### config.mk
export PLATFORM = sky130hd
export DESIGN_NAME = nearest_hit_scan
export DESIGN_NICKNAME = d
export VERILOG_FILES = /design/src/rtl/nearest_hit_scan.sv
export SDC_FILE = /design/constraint.sdc
export NUM_CORES = 1
export LEC_CHECK = 0
export BUFFER_PORTS_ARGS = -buffer_cell sky130_fd_sc_hd__buf_2
export CORE_AREA = 4 4 382 384
export CTS_CLUSTER_SIZE = 28
export DETAILED_ROUTE_END_ITERATION = 10
export DIE_AREA = 0 0 386 388
export GPL_ROUTABILITY_DRIVEN = 0
export MAX_ROUTING_LAYER = met4
export SKIP_LAST_GASP = 1
export SLEW_MARGIN = 20
export SYNTH_ARGS = -nofsm -noshare
export SYNTH_HDL_FRONTEND = slang
export SYNTH_SLANG_ARGS = --single-unit
### constraint.sdc
create_clock -name Clk -period 18 [get_ports Clk]
set_input_delay 3.6 -clock Clk [delete_from_list [all_inputs] [get_ports Clk]]
set_output_delay 3.6 -clock Clk [all_outputs]
set_load 0.03 [all_outputs]
### src/rtl/nearest_hit_scan.sv
// Per-ray sphere iterator: walks the sphere ROM and keeps the nearest hit.
// Optional early-exit shadow rays: define NEAREST_HIT_ANY_HIT_EN.
module nearest_hit_scan #(
    parameter int          NUM_SPHERES = 8,
    parameter int          IDX_W       = 3,
    parameter logic [63:0] TMAX        = 64'h7FFF_FFFF_FFFF_FFFF
) (
    input  logic             Clk,
    input  logic             Reset,
`ifdef NEAREST_HIT_ANY_HIT_EN
    input  logic             ray_shadow,
`endif
    input  logic             ray_valid,
    output logic             ray_ready,
    input  logic [191:0]     ray,
    output logic [IDX_W-1:0] sph_addr,
    input  logic [191:0]     sph_data,
    output logic [191:0]     cd_sphere,
    output logic [191:0]     cd_ray,
    output logic [63:0]      cd_tbest,
    input  logic [63:0]      cd_tnew,
    input  logic             cd_collide,
    output logic             res_valid,
    input  logic             res_ready,
    output logic             res_hit,
    output logic [IDX_W-1:0] res_idx,
    output logic [63:0]      res_t
);

    typedef enum logic [1:0] {
        IDLE,
        FETCH,
        TEST,
        DONE
    } state_t;

    localparam logic [IDX_W-1:0] LAST = IDX_W'(NUM_SPHERES - 1);

    state_t           state;
    logic [191:0]     ray_q;
    logic [191:0]     sph_q;
    logic [63:0]      tbest;
    logic             hit;
    logic [IDX_W-1:0] best_idx;
    logic [IDX_W-1:0] idx;
    logic             accept;
    logic             early;

    assign cd_ray    = ray_q;
    assign cd_sphere = sph_q;
    assign cd_tbest  = tbest;

    // Strict compare keeps the lower index on equal t.
    assign accept = cd_collide
                 && ($signed(cd_tnew) > 64'sd0)
                 && ($signed(cd_tnew) < $signed(tbest));

`ifdef NEAREST_HIT_ANY_HIT_EN
    logic shadow_q;

    always_ff @(posedge Clk or posedge Reset) begin
        if (Reset) begin
            shadow_q <= 1'b0;
        end else if (state == IDLE && ray_valid) begin
            shadow_q <= ray_shadow;
        end
    end

    assign early = shadow_q && accept;
`else
    assign early = 1'b0;
`endif

    always_ff @(posedge Clk or posedge Reset) begin
        if (Reset) begin
            state     <= IDLE;
            ray_ready <= 1'b1;
            res_valid <= 1'b0;
            res_hit   <= 1'b0;
            res_idx   <= '0;
            res_t     <= TMAX;
            sph_addr  <= '0;
            ray_q     <= '0;
            sph_q     <= '0;
            tbest     <= TMAX;
            hit       <= 1'b0;
            best_idx  <= '0;
            idx       <= '0;
        end else begin
            unique case (state)
                IDLE: begin
                    if (ray_valid && ray_ready) begin
                        ray_q     <= ray;
                        tbest     <= TMAX;
                        hit       <= 1'b0;
                        best_idx  <= '0;
                        idx       <= '0;
                        sph_addr  <= '0;
                        ray_ready <= 1'b0;
                        state     <= FETCH;
                    end
                end
                FETCH: begin
                    sph_q <= sph_data;
                    state <= TEST;
                end
                TEST: begin
                    if (accept) begin
                        tbest    <= cd_tnew;
                        best_idx <= idx;
                        hit      <= 1'b1;
                    end
                    if (idx == LAST || early) begin
                        res_valid <= 1'b1;
                        res_hit   <= accept ? 1'b1 : hit;
                        res_idx   <= accept ? idx : best_idx;
                        res_t     <= accept ? cd_tnew : tbest;
                        state     <= DONE;
                    end else begin
                        idx      <= idx + IDX_W'(1);
                        sph_addr <= idx + IDX_W'(1);
                        state    <= FETCH;
                    end
                end
                DONE: begin
                    if (res_ready) begin
                        res_valid <= 1'b0;
                        ray_ready <= 1'b1;
                        state     <= IDLE;
                    end
                end
                default: state <= IDLE;
            endcase
        end
    end

endmodule

# After elaboration in Yosys (flattened, before gate mapping)
# Cells that the tools add are included.
[classes]
add_sub_neg = 1
n_lt_le_gt_ge = 2
eq_ne = 8
mux = 20
reduce_logical = 14
[ops]
columns = ["op", "n"]
rows = [
  ["two-way mux 64 bit", 2],
  ["one-hot mux 64 bit (2 select lines)", 1],
  ["greater-than comparator 64 x 1 -> 1 bit, second input constant", 1],
  ["less-than comparator 64 bit", 1],
  ["one-hot mux 3 bit (2 select lines)", 2],
  ["two-way mux 3 bit", 3],
  ["AND reduction 3 bit", 3],
  ["!= test 2 bit, second input constant", 4],
  ["one-hot mux 2 bit (4 select lines)", 1],
  ["AND reduction 2 bit", 4],
  ["two-way mux 2 bit", 3],
  ["one-hot mux 1 bit (2 select lines)", 3],
  ["nonzero test 2 bit", 3],
  ["two-way mux 1 bit", 5],
  ["== test 2 bit, second input constant", 2],
  ["adder 3 x 1 -> 3 bit, second input constant", 1],
  ["== test 3 bit, second input constant", 1],
  ["logical AND 1 bit", 3],
  ["== test 2 x 1 -> 1 bit, second input constant", 1],
  ["zero test 2 bit", 1],
]
[word_totals]
ff_bits = 527
inputBits = 453
output_inout_bits = 521
wordCells = 57

# Longest topological paths before layout
[logic_depth]
depth_word = 5
mapped_depth = 13
mapped_depth_nobuf = 10

# Least setup slack after synthesis
# Ideal clock, no wire load.
[synth_timing]
path_type = "in2reg"
start = "input cd_tnew[29]"
end = "register best_idx[0]"
setup_ps = 122
arrival_ps = 5779
required_ps = 17878
slack_ps = 12099
cell_stages = 12
path_buffers = 3
cell_sequence = "ha_1 a21o_1 a21oi_1 o221ai_1 a2111o_1 a211oi_2 mux2i_1 buf_4 and2_4 buf_6 buf_6 o21ai_1"
[synth_between]
elab_chain_cells = 5
elab_cells_between_ends = 6
classes_between = "order compare: 2; mux: 2; reduce/logical: 2"
[synth_rtl]
columns = ["element", "line", "text"]
rows = [
  ["start: declaration", "21", "input logic [63:0] cd_tnew,"],
  ["greater-than comparator 64 x 1 -> 1 bit", "55", "&& ($signed(cd_tnew) > 64'sd0)"],
  ["logical AND 1 bit", "55", ""],
  ["logical AND 1 bit (*)", "56", "&& ($signed(cd_tnew) < $signed(tbest));"],
  ["two-way mux 3 bit (*)", "n/a", ""],
  ["one-hot mux 3 bit (2 select lines) (*)", "n/a", ""],
  ["end signal: assignment", "110", "best_idx <= idx;"],
  ["end: declaration", "44", "logic [IDX_W-1:0] best_idx;"],
]
# Every way passes the cells marked *; elsewhere a longest branch is shown, timed or not.
# A chain may end at the register's enable or synchronous reset.

# Final worst setup path
[layout_timing]
start = "input cd_tnew[13]"
end = "register tbest[50], in the netlist cd_tbest[50]"
[layout_between]
elab_chain_cells = 5
elab_cells_between_ends = 6
classes_between = "order compare: 2; mux: 2; reduce/logical: 2"
[layout_rtl]
columns = ["element", "line", "text"]
rows = [
  ["greater-than comparator 64 x 1 -> 1 bit", "55", ""],
  ["logical AND 1 bit", "55", ""],
  ["logical AND 1 bit (*)", "56", ""],
  ["two-way mux 64 bit (*)", "n/a", ""],
  ["one-hot mux 64 bit (2 select lines) (*)", "n/a", ""],
  ["end signal: assignment", "109", "tbest <= cd_tnew;"],
  ["end: declaration", "42", "logic [63:0] tbest;"],
]
# Marked as above.

==> flow_metrics.py <==
metrics = {
    "run_status": {
        "status": "finished clean",
    },
    "layout": {
        "mostFrequentLayoutCell": "buf_2",
        "layout_common_cells": "buf_2, nand2_1, dfrtp_1",
        "drive_above_1_share_pct": 46.1,
        "area_delta_synth_final_pct": 41.1,
        "multi_input_area_um2": 8230,
        "regArea_um2": 13300,
        "nets": 3562,
        "fin_util_pct": 22.1,
        "finalInstanceArea_um2": 31500,
        "instances_no_fill": 5016,
        "fill_cells": 15600,
    },
    "detailed_routing": {
        "via_per_inst": 3.91,
        "drt_iter0_markers": 1186,
        "first_pass_iters": 5,
        "drt-total-wl_mm": 109,
        "ant_nets": 0,
        "wl_per_cell_um": 21.7,
        "drc_errors": 0,
        "vias": 19600,
    },
    "critical_path": {
        "crit_start": "cd_tnew[13]",
        "path_cells": "buf_2 -> ha_1 -> a21oi_1 -> nor2_1 -> a211oi_1 -> a31oi_1 -> a211oi_2 -> mux2i_4 -> buf_4 -> and2_4 -> o21ai_0",
        "slowest_delay_ns": 0.83,
        "cp_data_required_time_ns": 18.51,
        "arrival_ns": 8.42,
        "regToRegEndpoint": "cd_tbest[50]",
        "critPathKind": "in -> reg",
        "r2r_setup_slack_ns": 12.60,
        "start_kind": "primary input",
        "rr_worst_depth": 11,
        "reg2reg_from": "cd_tbest[13]",
        "setup.worst_path.end_class": "register",
        "crit_end": "cd_tbest[50]",
        "crit_fanout": 68,
        "cpMaxStageDelayCell": "a211oi_1",
    },
    "global_routing": {
        "antenna_found_initial": 82,
        "grt_max_degree": 144,
        "track_usage_pct": 14.3,
        "first_global_vias": 19300,
        "grt_first_pass_wirelength_mm": 149,
        "gr-total-overflow": 0,
    },
    "die": {
        "start_util_pct": 15.6,
        "rows": 139,
        "dieArea_um2": 150000,
        "ios": 974,
        "coreArea_um2": 143000,
        "die_h_um": 388,
        "die_w_um": 386,
    },
    "clock_network": {
        "cts_buffer_depth": 3,
        "hold_buffers": 0,
        "tritoncts": "done",
        "cts_resized": 0,
        "cts-root-buf": "clkbuf_16",
        "htree_num_levels": 3,
        "insertion_delay_ns": 0.65,
        "cts_sinks": 527,
        "cts.reportedPaths.clkPinSlew_ns": 0.05,
        "cts_setup_buffers": 0,
        "numCtsBuffers": 67,
    },
    "power": {
        "ir_worst_vdd_mv": 0.0663,
        "power_leakage_nw": 15.5,
        "p_per_area_nw_per_um2": 88.6,
    },
    "sta": {
        "finalCriticalPeriod_ns": 7.91,
        "hold_violations": 0,
        "finalSetupViolations": 0,
        "setup_tns_ns": 0,
        "hold_slack_ns": 0.465,
        "post-route-period-util_pct": 43.9,
        "fin_worst_skew_ns": 0.0265,
        "fmax_mhz": 126,
        "rsz0062_at_grt": "no",
        "slew_headroom_pct": 27.9,
        "tightest_slew_ns": 1.08,
        "finalMaxSlewViolations": 0,
    },
    "min_path": {
        "hold_path_class": "reg -> reg",
    },
    "logic_synthesis": {
        "async_flop_share_pct": 100,
        "syn_inst": 2097,
        "yosys.area_share.simple_pct": 15.6,
        "synth_compound_area_share_pct": 4.63,
        "syn_nets": 2615,
        "ys.warnings.count": 0,
        "syn_area_per_cell_um2": 10.6,
        "synth_adder_area_share_pct": 3.64,
        "synthesis.area_um2": 22300,
        "synth-edff-count": 0,
        "ys_ff_latch": 527,
        "dominantRegCellSynth": "dfrtp_1",
        "synth_mux_area_share_pct": 12.7,
        "synth_top_family_by_area": "simple AND/OR/NAND/NOR gates",
        "synth_xor_area_share_pct": 0,
        "synth_cell_type_count": 45,
        "yosysSeqAreaShare_pct": 59.8,
    },
    "placed_design": {
        "portBuffers": 973,
        "dpl.hpwl_mm": 86.0,
        "post_dp_cell_area_um2": 29300,
        "dp_cells": 4878,
    },
    "run": {
        "cap_violations": 0,
    },
}
## flip-flops by register name, summed over array words and instances (netlist names)
register   count
state          2
hit            1
cd_ray       192
best_idx       3
cd_sphere    192
res_idx        3
cd_tbest      64
res_hit        1
ray_ready      1
idx            3
res_t         64
res_valid      1
## critical path: cells and delay by family
family / cells / cell delay [ns]
mux: 1 / 0.78
buf+inv: 2 / 0.94
fa+ha+maj: 1 / 0.29
simple gates: 2 / 0.78
compound gates: 5 / 1.82
## metal layers
layer | GRT usage [%] | up-vias | routed length [um]
met1 | 15.8 | 9590 | 40400
li1 | - | 8855 | -
met4 | 4.39 | 0 | 3970
met3 | 5.82 | 262 | 12100
met2 | 23.7 | 923 | 52200
met5 | - | - | 0
## cell type report
class | count | area share, %
inverter | 69 | 0.834
clock inverter | 24 | 0.882
clock buffer | 95 | 6.01
antenna | 19 | 0.151
multi-input combinational | 1386 | 26.1
tap | 1903 | 7.56
timing repair buffer | 993 | 16.1
sequential | 527 | 42.4
## power breakdown
part           internal, mW  switching [mW]
combinational        0.0819           0.149
clock                 0.772           0.569
sequential             1.21          0.0114
## synth_stat cells, types with 5 or more instances
master / instances / area (um^2)
mux2_2: 192 / 2160
nor2_1: 137 / 514
a21oi_1: 95 / 475
o21ai_0: 58 / 290
mux2i_1: 68 / 681
nand3_1: 70 / 350
nor3_1: 5 / 25.0
nand4_1: 17 / 106
buf_4: 10 / 75.1
dfrtp_1: 400 / 10000
dfstp_2: 127 / 3340
inv_1: 69 / 259
ha_1: 65 / 813
nand2_1: 606 / 2270
o21ai_1: 19 / 95.1
nor4_1: 19 / 119
buf_6: 8 / 90.1
clkbuf_1: 91 / 342
## cell families (layout without fill, tap and decap cells)
kind of cell             Yosys count  after routing
AO/OA/AOI/OAI                    193            193
adder cells (fa/ha/maj)           65             65
buffers and inverters            184           1181
flip-flops                       527            527
multiplexers                     260            260
other                              0             19
AND/OR/NAND/NOR                  868            868
## worst min path at each step
stage | from | endpoint | slack [ns] | depth (start not counted)
final | cd_ray[173] | cd_ray[173] | 0.47 | 2
after global routing | cd_ray[120] | cd_ray[120] | 0.49 | 2
after CTS | cd_ray[109] | cd_ray[109] | 0.47 | 2
after detailed placement | cd_ray[109] | cd_ray[109] | 0.46 | 2
after global placement | cd_ray[100] | cd_ray[100] | 0.45 | 2
after floorplan | hit | hit | 0.45 | 1
## stage by stage
stage / setup slack, ns / power, mW
after floorplan: 7.34 / 1.35
after global placement: 9.52 / 1.47
after detailed placement: 9.45 / 1.47
after CTS: 10.16 / 2.85
after global routing: 9.93 / 2.92
final: 10.09 / 2.79
Power figures use the tool's default switching activity.
